`config.mk`:
```
export PLATFORM = sky130hd
export DESIGN_NAME = plab1_imul_zero_skip_mul
export DESIGN_NICKNAME = d
export VERILOG_FILES = /design/src/rtl/plab1_imul_zero_skip_mul_pkg.sv /design/src/rtl/plab1_imul_zero_skip_mul_count_zeros.sv /design/src/rtl/plab1_imul_zero_skip_mul.sv
export SDC_FILE = /design/constraint.sdc
export NUM_CORES = 1
export LEC_CHECK = 0
export CORE_UTILIZATION = 30
export CTS_CLUSTER_DIAMETER = 200
export DETAILED_ROUTE_END_ITERATION = 10
export GPL_TIMING_DRIVEN = 0
export SLEW_MARGIN = 15
export SYNTH_ARGS = -nofsm -noshare
export SYNTH_HDL_FRONTEND = slang
export SYNTH_SLANG_ARGS = --single-unit
```
`constraint.sdc`:
```
create_clock -name clk -period 2.4 [get_ports clk]
set_input_delay 0.72 -clock clk [delete_from_list [all_inputs] [get_ports clk]]
set_output_delay 0.72 -clock clk [all_outputs]
set_load 0.05 [all_outputs]
```
`src/rtl/plab1_imul_zero_skip_mul_pkg.sv`:
```
// -----------------------------------------------------------------------------
// plab1_imul_zero_skip_mul_pkg
//   Shared constants and types for the zero-skipping iterative multiplier.
//   - state_t      : control FSM state encoding (IDLE / CALC / DONE)
//   - OPERAND_W    : operand and product width
//   - REQUEST_W    : request message width ({a, b})
//   - COUNT_W      : width of the trailing-zero count (0..8)
// -----------------------------------------------------------------------------
package plab1_imul_zero_skip_mul_pkg;

    localparam int OPERAND_W = 32;
    localparam int REQUEST_W = 64;
    localparam int COUNT_W   = 4;

    typedef enum logic [1:0] {
        STATE_IDLE = 2'd0,
        STATE_CALC = 2'd1,
        STATE_DONE = 2'd2
    } state_t;

endpackage

```
`src/rtl/plab1_imul_zero_skip_mul_count_zeros.sv`:
```
// -----------------------------------------------------------------------------
// plab1_imul_CountZeros
//   8-bit trailing-zero counter.
//   Ports:
//     in_bits [7:0] : value to examine
//     count   [3:0] : number of trailing zeros, 0..7, or 8 when in_bits == 0
// -----------------------------------------------------------------------------
module plab1_imul_CountZeros
    import plab1_imul_zero_skip_mul_pkg::*;
(
    input  logic [7:0]         in_bits,
    output logic [COUNT_W-1:0] count
);

    // Scan from the top bit down so the lowest set bit is the last to win.
    always_comb begin
        count = 4'd8;
        for (int i = 7; i >= 0; i--) begin
            if (in_bits[i]) begin
                count = COUNT_W'(i);
            end
        end
    end

endmodule

```
`src/rtl/plab1_imul_zero_skip_mul.sv`:
```
// -----------------------------------------------------------------------------
// plab1_imul_zero_skip_mul
//   Variable-latency iterative 32x32->32 multiplier. Each CALC cycle either
//   adds the multiplicand (multiplier LSB set) or skips a run of up to eight
//   zero multiplier bits in one step.
//   Ports:
//     clk      : clock, rising edge
//     reset    : asynchronous active-low reset
//     in_val   : request valid
//     in_rdy   : request ready (high only in IDLE and out of reset)
//     in_msg   : request {a[63:32], b[31:0]}
//     out_val  : response valid (high in DONE)
//     out_rdy  : response ready
//     out_msg  : low 32 bits of a*b
// -----------------------------------------------------------------------------
module plab1_imul_zero_skip_mul
    import plab1_imul_zero_skip_mul_pkg::*;
(
    input  logic                 clk,
    input  logic                 reset,
    input  logic                 in_val,
    output logic                 in_rdy,
    input  logic [REQUEST_W-1:0] in_msg,
    output logic                 out_val,
    input  logic                 out_rdy,
    output logic [OPERAND_W-1:0] out_msg
);

    state_t               state;
    logic [OPERAND_W-1:0] a_reg;
    logic [OPERAND_W-1:0] b_reg;
    logic [OPERAND_W-1:0] result_reg;
    logic [COUNT_W-1:0]   zero_count;

    plab1_imul_CountZeros u_count_zeros (
        .in_bits (b_reg[7:0]),
        .count   (zero_count)
    );

    // Control FSM and datapath share one sequential block.
    always_ff @(posedge clk or negedge reset) begin
        if (!reset) begin
            state      <= STATE_IDLE;
            a_reg      <= '0;
            b_reg      <= '0;
            result_reg <= '0;
        end else begin
            case (state)
                STATE_IDLE: begin
                    if (in_val) begin
                        a_reg      <= in_msg[63:32];
                        b_reg      <= in_msg[31:0];
                        result_reg <= '0;
                        state      <= STATE_CALC;
                    end
                end
                STATE_CALC: begin
                    if (b_reg == '0) begin
                        state <= STATE_DONE;
                    end else if (b_reg[0]) begin
                        result_reg <= result_reg + a_reg;
                        a_reg      <= a_reg << 1;
                        b_reg      <= b_reg >> 1;
                    end else begin
                        // zero_count is 1..8 here: the low bit is clear and
                        // b_reg is non-zero.
                        a_reg <= a_reg << zero_count;
                        b_reg <= b_reg >> zero_count;
                    end
                end
                STATE_DONE: begin
                    if (out_rdy) begin
                        state <= STATE_IDLE;
                    end
                end
                default: begin
                    state <= STATE_IDLE;
                end
            endcase
        end
    end

    // State resets to IDLE, so in_rdy is additionally gated by reset to stay
    // low while reset is held.
    assign in_rdy  = reset && (state == STATE_IDLE);
    assign out_val = (state == STATE_DONE);
    assign out_msg = result_reg;

endmodule

```
### Word level (Yosys, flattened, before mapping)

Index checks and enable logic that the tools add are counted.

* bits in registers: 98
* latch bits: 0
* bits in writable memories: 0
* bits in read-only memories: 0
* bits of input ports: 68
* word-level logic and storage cells: 45
* memories: 0

* add/sub/neg operators: 1
* $mul: 0
* divide/modulo/power cells: 0
* order comparisons: 0
* equality and inequality tests: 7
* shift-type cells: 2
* muxes and demuxes: 24
* bitwise gates (word level): 0
* reduce and logical (&&, ||, !) cells: 7

Operators by type and width (number)
* two-way mux 32 bit: 9
* case mux 32 bit (2 select lines): 3
* adder 32 bit: 1
* logical NOT 32 bit: 1
* two-way mux 4 bit: 8
* << shifter 32 x 4 -> 32 bit: 1
* >> shifter 32 x 4 -> 32 bit: 1
* != test 2 bit (second input constant): 4
* two-way mux 2 bit: 3
* case mux 2 bit (3 select lines): 1
* AND reduction 3 bit: 2
* AND reduction 4 bit: 1
* == test 2 x 1 -> 1 bit (second input constant): 1
* == test 2 bit (second input constant): 1
* logical NOT 2 bit: 1
* != test 2 x 1 -> 1 bit (second input constant): 1
* nonzero test 2 bit: 1
* logical AND 1 bit: 1

### Longest topological paths before layout

Gate-level depths: netlist of run 1.

* word-level depth: 12
* mapped depth: 12
* gate-level depth less buffers: 12

### Modules after synthesis

A second synthesis of run 1 with hierarchy kept.

* cell total of the unflattened synthesis: 1064
* area, all modules: 8769.7 um^2

Modules (own cells, without submodules)
* plab1_imul_zero_skip_mul: instances 1, cells an instance 1050, area an instance 8683.3 um^2, sequential area each 2452.4 um^2
* plab1_imul_CountZeros: instances 1, cells an instance 14, area an instance 86.3 um^2, sequential area each 0.0 um^2

### Worst setup path before layout of run 1

No wires, ideal clock.

* kind: reg-to-reg
* start point: register result_reg[0], in the netlist out_msg[0]
* end point: register result_reg[28], in the netlist out_msg[28]
* setup time: 0.122 ns
* arrival: 2.736 ns
* required time: 2.278 ns
* setup slack: -0.457 ns
* cell stages (with the launch flop): 13
* buffers on the path: 0
* path through: dfrtp_1 ha_1 inv_1 fa_1 nor2b_1 o21a_1 o21a_1 o211a_1 o21ai_1 a211oi_1 o21a_1 or3_1 a32o_1

* word-level cells in the longest chain between the ends: 4

RTL lines
* from (decl): line plab1_imul_zero_skip_mul.sv:32 `logic [OPERAND_W-1:0] result_reg;`
* from (signal assigned): line plab1_imul_zero_skip_mul.sv:61 `result_reg <= result_reg + a_reg;`
* adder 32 bit: line plab1_imul_zero_skip_mul.sv:61
* two-way mux 32 bit: line plab1_imul_zero_skip_mul.sv:60 `end else if (b_reg[0]) begin`
* two-way mux 32 bit: line plab1_imul_zero_skip_mul.sv:58 `if (b_reg == '0) begin`
* case mux 32 bit (2 select lines): line plab1_imul_zero_skip_mul.sv:48 `case (state)`

Every way passes these cells. The select of a mux whose other input is x is not followed.
A chain may end at the register's enable or synchronous reset.

### Worst setup path in the final report of run 1

* start point: register a_reg[0]
* end point: register result_reg[28], in the netlist out_msg[28]

* word-level cells in the longest chain between the ends: 4

RTL lines
* from (decl): line plab1_imul_zero_skip_mul.sv:30 `logic [OPERAND_W-1:0] a_reg;`
* from (signal assigned): line plab1_imul_zero_skip_mul.sv:51 `a_reg <= in_msg[63:32];`
* from (signal assigned): line plab1_imul_zero_skip_mul.sv:62 `a_reg <= a_reg << 1;`
* from (signal assigned): line plab1_imul_zero_skip_mul.sv:67 `a_reg <= a_reg << zero_count;`
* adder 32 bit: line plab1_imul_zero_skip_mul.sv:61
* two-way mux 32 bit: line plab1_imul_zero_skip_mul.sv:60
* two-way mux 32 bit: line plab1_imul_zero_skip_mul.sv:58
* case mux 32 bit (2 select lines): line plab1_imul_zero_skip_mul.sv:48

Every way passes these cells. The select of a mux whose other input is x is not followed.

==> PnR_summary.wiki, run 1 <==
{| class="wikitable"
! Metric !! Value
|-
| Final routed wire length divided by cell count || 27.5 um
|-
| Inserted Clock Buffers || 9
|-
| Fin. Hold Viols || 0
|-
| EDFF count, synth || 0
|-
| Top cell type by total area after synthesis || sky130_fd_sc_hd__dfrtp_1
|-
| Number of levels the H-tree was split into || 3
|-
| Synth cell types || 63
|-
| Number of top-level pins || 102
|-
| Number of nets in the synthesized netlist || ~1100
|-
| Worst-Skew Late Latency || 370 ps
|-
| Slowest-stage cell, CP || sky130_fd_sc_hd__dfrtp_2
|-
| Data required, critical path || 2650 ps
|-
| Worst R2R Path Depth || 12
|-
| Initial core utilization || a little under a third
|-
| Total count of max-transition violations in the final report || 0
|-
| Number of setup violations in the final report || 74
|-
| Worst-path maximum fanout || 2
|-
| Horizontal extent of the die || about 170 um
|-
| Full die area || 29000 um2
|-
| Die H || 170 um
|-
| Syn_area_per_cell || roughly 8.5 um2
|-
| Pre-Repair DR Iteration Count || 8
|-
| P&R area growth vs syn || 65.5%
|-
| Remaining design rule violation count || 0
|-
| Stages on worst setup path || 12
|-
| Source of the worst register-to-register timing path || a_reg[0]
|-
| PortBufs || 101
|-
| CTS sink cnt || ~100
|-
| Total Neg Setup Slack || -9780 ps
|-
| Combined global-route utilization of all metal layers || 29.1%
|-
| Buf+Inv Stages, Crit Path || 1
|-
| Layout net count || 1357
|-
| CTS tree || yes
|-
| Delay of the slowest cell on the worst path || 460 ps
|-
| Cts hold-fix bufs || 0
|-
| Number of antenna cells inserted || 0
|-
| Post-synthesis instance area || between 8000 and 9000 um2
|-
| Max-slew headroom at the worst pin || 32.9%
|-
| Number of instances in the synthesized netlist || about 1000
|-
| Delay-heaviest family, CP || compound AO/OA/AOI/OAI gates
|-
| Clock period minus worst slack || between 2000 and 3000 ps
|-
| Setup repair after global routing missed its margin || true
|-
| Overall overflow remaining after global route || 0
|-
| Global-route wire length before repair || slightly above 60000 um
|-
| Failing checks || negative setup slack
|-
| Worst IR drop on VDD || 755 uV
|-
| Worst Tran Pin Value || about 1000 ps
|-
| Path category of the worst min-delay check || primary input to asynchronous set/reset pin
|-
| Number of flip-flops and latches in the synthesized netlist || 98
|-
| Drt via density || 6.35
|-
| Cell Chain, Critical Path || ha_4 -> inv_2 -> fa_2 -> nor2b_2 -> o21a_1 -> o21a_1 -> o211a_4 -> o21ai_4 -> a211oi_2 -> o21a_1 -> or3_1 -> a32o_1
|-
| Maximum number of pins on one net before global-route repair || 36
|-
| Share of cells above drive strength 1 || 42.6%
|-
| Fraction of the core area covered by cells at the end of the flow || 50.5%
|-
| Setup slack of the worst register-to-register path || -400 ps
|-
| Maximum buffer depth of the clock tree || 2
|-
| Post-detailed-routing wire length || ~45000 um
|-
| Critical Path Start Type || register
|-
| Number of nets with antenna violations after routing || 0
|-
| Clock Skews || around 11 ps
|-
| Worst hold slack || 182 ps
|-
| Count of max-cap constraint violations || 0
|-
| Worst Slack Setup Final || -402 ps
|-
| Final weighted congestion in routability-driven placement || 0.996
|-
| Initial antenna violation count || 1
|-
| Area of the core || 27800 um2
|-
| Yosys top cell area share || 28.9%
|-
| Portion of the post-synthesis area used by sequential elements || 28.9%
|-
| Warning count from the yosys run || 0
|-
| Most used flip-flop cell after synthesis || sky130_fd_sc_hd__dfrtp_1
|-
| Timing-limited maximum frequency || between 300 and 400 MHz
|-
| Worst setup path class || register to register
|-
| Vias in the first global route || 9581
|-
| CTS root buffer || sky130_fd_sc_hd__clkbuf_16
|-
| Final critical-path share of the clock period || 117%
|-
| Placed wire-length estimate after detailed placement || between 20000 and 30000 um
|-
| Total number of vias || 10422
|-
| Cell Pwr Density || 1560 nW/um2
|-
| Placement Rows || 61
|-
| Cell occurring most often along the worst timing path || sky130_fd_sc_hd__o21a_1
|-
| Fraction of registers with async set or reset after synthesis || 100%
|-
| Capture point of the worst reg-to-reg path || out_msg[28]
|-
| Most area-consuming cells after synthesis || sky130_fd_sc_hd__dfrtp_1 (29%), sky130_fd_sc_hd__mux2i_1 (12%), sky130_fd_sc_hd__nand2_1 (6.0%)
|-
| Area of all sequential standard cells || approximately 2500 um2
|-
| Element type at the critical path end || register
|-
| First-iteration detailed-routing DRC count || 1333
|-
| Pleak || 0.00561 uW
|-
| Leading cell types in the layout, fill and taps excluded || sky130_fd_sc_hd__nand2_1 (120), sky130_fd_sc_hd__buf_4 (120), sky130_fd_sc_hd__clkdlybuf4s50_1 (95)
|-
| Arrival time of the worst setup path || 3050 ps
|-
| Run status || finished, violations left
|-
| Multi-input gate area || approximately 7500 um2
|-
| Layout filler cell count || 2516
|-
| Clock Pin Slew Worst Setup and Hold Paths || 70 ps
|}
area by class of cell:
cell class | instances | share of cell area [%]
clock inverters | 2 | 0.249
repair buffers | 250 | 18.0
plain buffers | 73 | 4.87
flip-flops and latches | 98 | 17.8
multi-input cells | 811 | 53.4
inverters | 14 | 0.410
clock buffers | 14 | 1.88
well taps | 378 | 3.37
report_power, final:
group	internal, uW	switching (uW)	total, uW	leakage (uW)
Clock	868	719	1590	0.000147
Combinational	7720	8990	16700	0.00425
Sequential	2360	1180	3540	0.00122
Total	10900	10900	21800	0.00561
synth_stat cells, types with 13 or more instances:
master / instances
sky130_fd_sc_hd__nand2_1: 135
sky130_fd_sc_hd__dfrtp_1: 98
sky130_fd_sc_hd__mux2i_1: 98
sky130_fd_sc_hd__o21ai_0: 92
sky130_fd_sc_hd__a21oi_1: 65
sky130_fd_sc_hd__nor2_1: 63
sky130_fd_sc_hd__clkbuf_1: 53
sky130_fd_sc_hd__ha_1: 31
sky130_fd_sc_hd__o21ai_1: 23
sky130_fd_sc_hd__a221oi_1: 19
sky130_fd_sc_hd__a221o_1: 18
sky130_fd_sc_hd__a22oi_1: 18
sky130_fd_sc_hd__a31oi_1: 15
sky130_fd_sc_hd__o22ai_1: 15
sky130_fd_sc_hd__and3_1: 14
sky130_fd_sc_hd__inv_1: 14
sky130_fd_sc_hd__mux4_2: 14
sky130_fd_sc_hd__xor2_1: 14
sky130_fd_sc_hd__buf_2: 13
sky130_fd_sc_hd__nor3_1: 13
routing by layer:
metal | track usage [%] | vias to the layer above | share of wire, % | wire, um
met3 | 8.33 | 247 | 12 | 5580
met2 | 42.7 | 837 | 42 | 18800
met4 | 15.1 | 2 | 6.7 | 3030
met5 | 0 | - | 0.10 | 47
li1 | - | 4308 | - | -
met1 | 38.7 | 5028 | 39 | 17500
worst max-delay path by stage:
stage | slack, ps | start | endpoint
after floorplan | -250 | out_msg[0] | out_msg[28]
after global placement | -4660 | reset | in_rdy
after detailed placement | -1330 | b_reg[7] | b_reg[6]
after CTS | -450 | a_reg[0] | out_msg[28]
after global routing | -470 | a_reg[0] | out_msg[28]
final | -400 | a_reg[0] | out_msg[28]
cells by family after synthesis:
group / Yosys count / synth area share (%)
flops: 98 / 28.9
fa+ha+maj: 32 / 4.81
mux: 121 / 16.5
xor+xnor: 24 / 2.48
compound gates: 351 / 27.3
buf+inv: 92 / 4.93
simple gates: 283 / 15.1
what timing repair did:
| item | in CTS | in global routing |
|---|---|---|
| setup buffers | 80 | 60 |
| setup endpoints to repair | 87 | 90 |
| cloned | 6 | 7 |
| pin swaps | 74 | 99 |
| gates resized for setup | 314 | 263 |
through the flow:
step / power [uW] / setup slack, ps / std cells / area (um2)
after CTS: 18800 / -448 / 1579 / 12400
after detailed placement: 14000 / -1330 / 1482 / 10200
after global routing: 22600 / -469 / 1640 / 14000
after floorplan: 10600 / -245 / 1001 / 8700
final: 21800 / -402 / 1640 / 14000
after global placement: 13900 / -4660 / 1480 / 10200
Power figures use the tool's default switching activity.
==> run 2, diff against run 1 <==
Settings changed: SKIP_CTS_REPAIR_TIMING from default to 1.
==> run 2 against run 1 <==
  * The flow still finishes with violations (negative setup slack)
  * Combinational power is 7% lower
  * Die area did not move
  * Critical endpoint unchanged
  * Sequential cell count did not move
  * Cell count decreased by 2.0%
  * Core utilization is 2.9 points lower
  * Final area down 5.6%
  * Sequential share of layout area is 1.0 points higher
  * Clock power hardly changed
  * Non-clock buffer count shrank 33
  * Sequential power decreased by 3%
==> PnR_summary.wiki, run 2 (synthesis results as in run 1) <==
{| class="wikitable"
! Metric !! Value
|-
| Clock Skews || 11.4 ps
|-
| Drt via density || around 6.3
|-
| PortBufs || 101
|-
| Path category of the worst min-delay check || primary input to asynchronous set/reset pin
|-
| Worst-path maximum fanout || 5
|-
| Count of max-cap constraint violations || 0
|-
| Horizontal extent of the die || between 150 and 200 um
|-
| P_sw || about 10000 uW
|-
| Full die area || 29000 um2
|-
| Critical Path Start Type || register
|-
| Setup repair after global routing missed its margin || true
|-
| Capture point of the worst reg-to-reg path || out_msg[28]
|-
| Worst IR drop on VDD || about 700 uV
|-
| Arrival time of the worst setup path || 3170 ps
|-
| Number of levels the H-tree was split into || 3
|-
| Area of the core || 27800 um2
|-
| Placed wire-length estimate after detailed placement || 28300 um
|-
| Number of setup violations in the final report || 77
|-
| Placement Rows || 61
|-
| P&R area growth vs syn || 56.2%
|-
| Layout net count || 1324
|-
| Pleak || between 0.005 and 0.006 uW
|-
| Final routed wire length divided by cell count || ~27 um
|-
| Source of the worst register-to-register timing path || a_reg[0]
|-
| Setup slack of the worst register-to-register path || -520 ps
|-
| Worst Slack Setup Final || -520 ps
|-
| First-iteration detailed-routing DRC count || 1532
|-
| CTS tree || yes
|-
| Fin. Hold Viols || 0
|-
| Global-route wire length before repair || 56900 um
|-
| Remaining design rule violation count || 0
|-
| Final standard cell area without fillers || roughly 13000 um2
|-
| Total number of vias || between 10000 and 15000
|-
| Worst Tran Pin Value || between 1000 and 1500 ps
|-
| Vias in the first global route || 8711
|-
| Sequential Power Share || 16.7%
|-
| Number of nets with antenna violations after routing || 0
|-
| Clock Pin Slew Worst Setup and Hold Paths || 70 ps
|-
| Pre-Repair DR Iteration Count || 6
|-
| Internal Pwr Total || 10200 uW
|-
| Initial core utilization || 30.5%
|-
| Total count of max-transition violations in the final report || 0
|-
| Die H || between 150 and 200 um
|-
| Initial antenna violation count || 0
|-
| Run status || finished, violations left
|-
| Clock share of power || under 10%
|-
| Max-slew headroom at the worst pin || 23.6%
|-
| Final weighted congestion in routability-driven placement || approximately 1.0
|-
| CTS root buffer || sky130_fd_sc_hd__clkbuf_16
|-
| Leading cell types in the layout, fill and taps excluded || sky130_fd_sc_hd__nand2_1 (123), sky130_fd_sc_hd__clkdlybuf4s50_1 (98), sky130_fd_sc_hd__buf_4 (85)
|-
| Number of top-level pins || 102
|-
| Overall overflow remaining after global route || 0
|-
| Clock period minus worst slack || 2920 ps
|-
| Element type at the critical path end || register
|-
| Maximum number of pins on one net before global-route repair || 72
|-
| CTS sink cnt || 98
|-
| Combined global-route utilization of all metal layers || 26.8%
|-
| Worst R2R Path Depth || 12
|-
| Total Neg Setup Slack || -13650 ps
|-
| Share of cells above drive strength 1 || roughly 36%
|-
| Inserted Clock Buffers || 9
|-
| Failing checks || negative setup slack
|-
| Fraction of power consumed by combinational cells || 75.5%
|-
| Most common library cell in the layout ignoring fill and taps || sky130_fd_sc_hd__nand2_1
|-
| Worst setup path class || register to register
|-
| Final critical-path share of the clock period || 122%
|-
| Cell Pwr Density || 1550 nW/um2
|-
| Timing-limited maximum frequency || 342 MHz
|-
| Total placed instance area || 10200 um2
|-
| Worst-Skew Late Latency || 370 ps
|-
| Maximum buffer depth of the clock tree || 2
|-
| Worst hold slack || 195 ps
|-
| Number of antenna cells inserted || 0
|-
| Data required, critical path || 2650 ps
|-
| Post-detailed-routing wire length || 42900 um
|-
| Share of total power consumed by net switching || 50.1%
|-
| Post-layout power || 20500 uW
|}
[run 2: cell count changes in the layout (fill, tap and decap cells not counted), sizes merged]
cell / delta
buf: -28
bufbuf: -2
clkbuf: -3
clkdlybuf4s50: +3
dlygate4sd2: -2
dlymetal6s2s: -1
[run 2: layer usage]
layer / track usage [%] / wire length, um / up-vias
li1: - / - / 4243
met1: 37.4 / 17300 / 4816
met2: 38.6 / 18000 / 796
met3: 6.28 / 5170 / 216
met4: 12.4 / 2450 / 0
met5: 0 / 0 / -
[run 2: how the worst max path moves through the flow]
stage,cells past startpoint,endpoint,start
finish,12,out_msg[28],a_reg[0]
floorplan,12,out_msg[28],out_msg[0]
CTS,9,b_reg[6],b_reg[7]
global route,12,out_msg[28],a_reg[0]
global placement,3,in_rdy,reset
detailed placement,9,b_reg[6],b_reg[7]
[run 2: stage by stage]
step / instances / util (%) / worst slack (ps)
6_report: 1607 / 47.7 / -520
5_1_grt: 1607 / 47.7 / -592
4_1_cts: 1498 / 37.9 / -1360
3_5_place_dp: 1482 / 36.8 / -1330
3_3_place_gp: 1480 / 36.7 / -4660
2_1_floorplan: 1001 / - / -245
[run 2: area by class of cell]
type,count,area (um2)
fill,2611,14500
multi-input combinational,811,7010
sequential,98,2490
timing repair buffer,216,2230
buffer,74,682
tap,378,473
clock buffer,14,264
inverter,14,62.6
clock inverter,2,35.0
[run 2: power by group through the flow]
stage / registers [uW] / logic [uW] / clock network, uW
2_1_floorplan: 3770 / 6850 / 0
3_3_place_gp: 3330 / 10500 / 0
3_5_place_dp: 3330 / 10600 / 0
4_1_cts: 3300 / 10700 / 1600
5_1_grt: 3490 / 16000 / 1660
6_report: 3430 / 15500 / 1580
[run 2: critical path, stage by stage, from the launching register on]
cell and delay, ps:
sky130_fd_sc_hd__dfrtp_2 500, sky130_fd_sc_hd__ha_4 200, sky130_fd_sc_hd__inv_2 60, sky130_fd_sc_hd__fa_2 220, sky130_fd_sc_hd__nor2b_2 50, sky130_fd_sc_hd__o21a_1 200
sky130_fd_sc_hd__o21a_2 240, sky130_fd_sc_hd__o211a_4 250, sky130_fd_sc_hd__o21ai_4 220, sky130_fd_sc_hd__a211oi_2 110, sky130_fd_sc_hd__o21a_1 180, sky130_fd_sc_hd__or3_1 300
sky130_fd_sc_hd__a32o_1 260
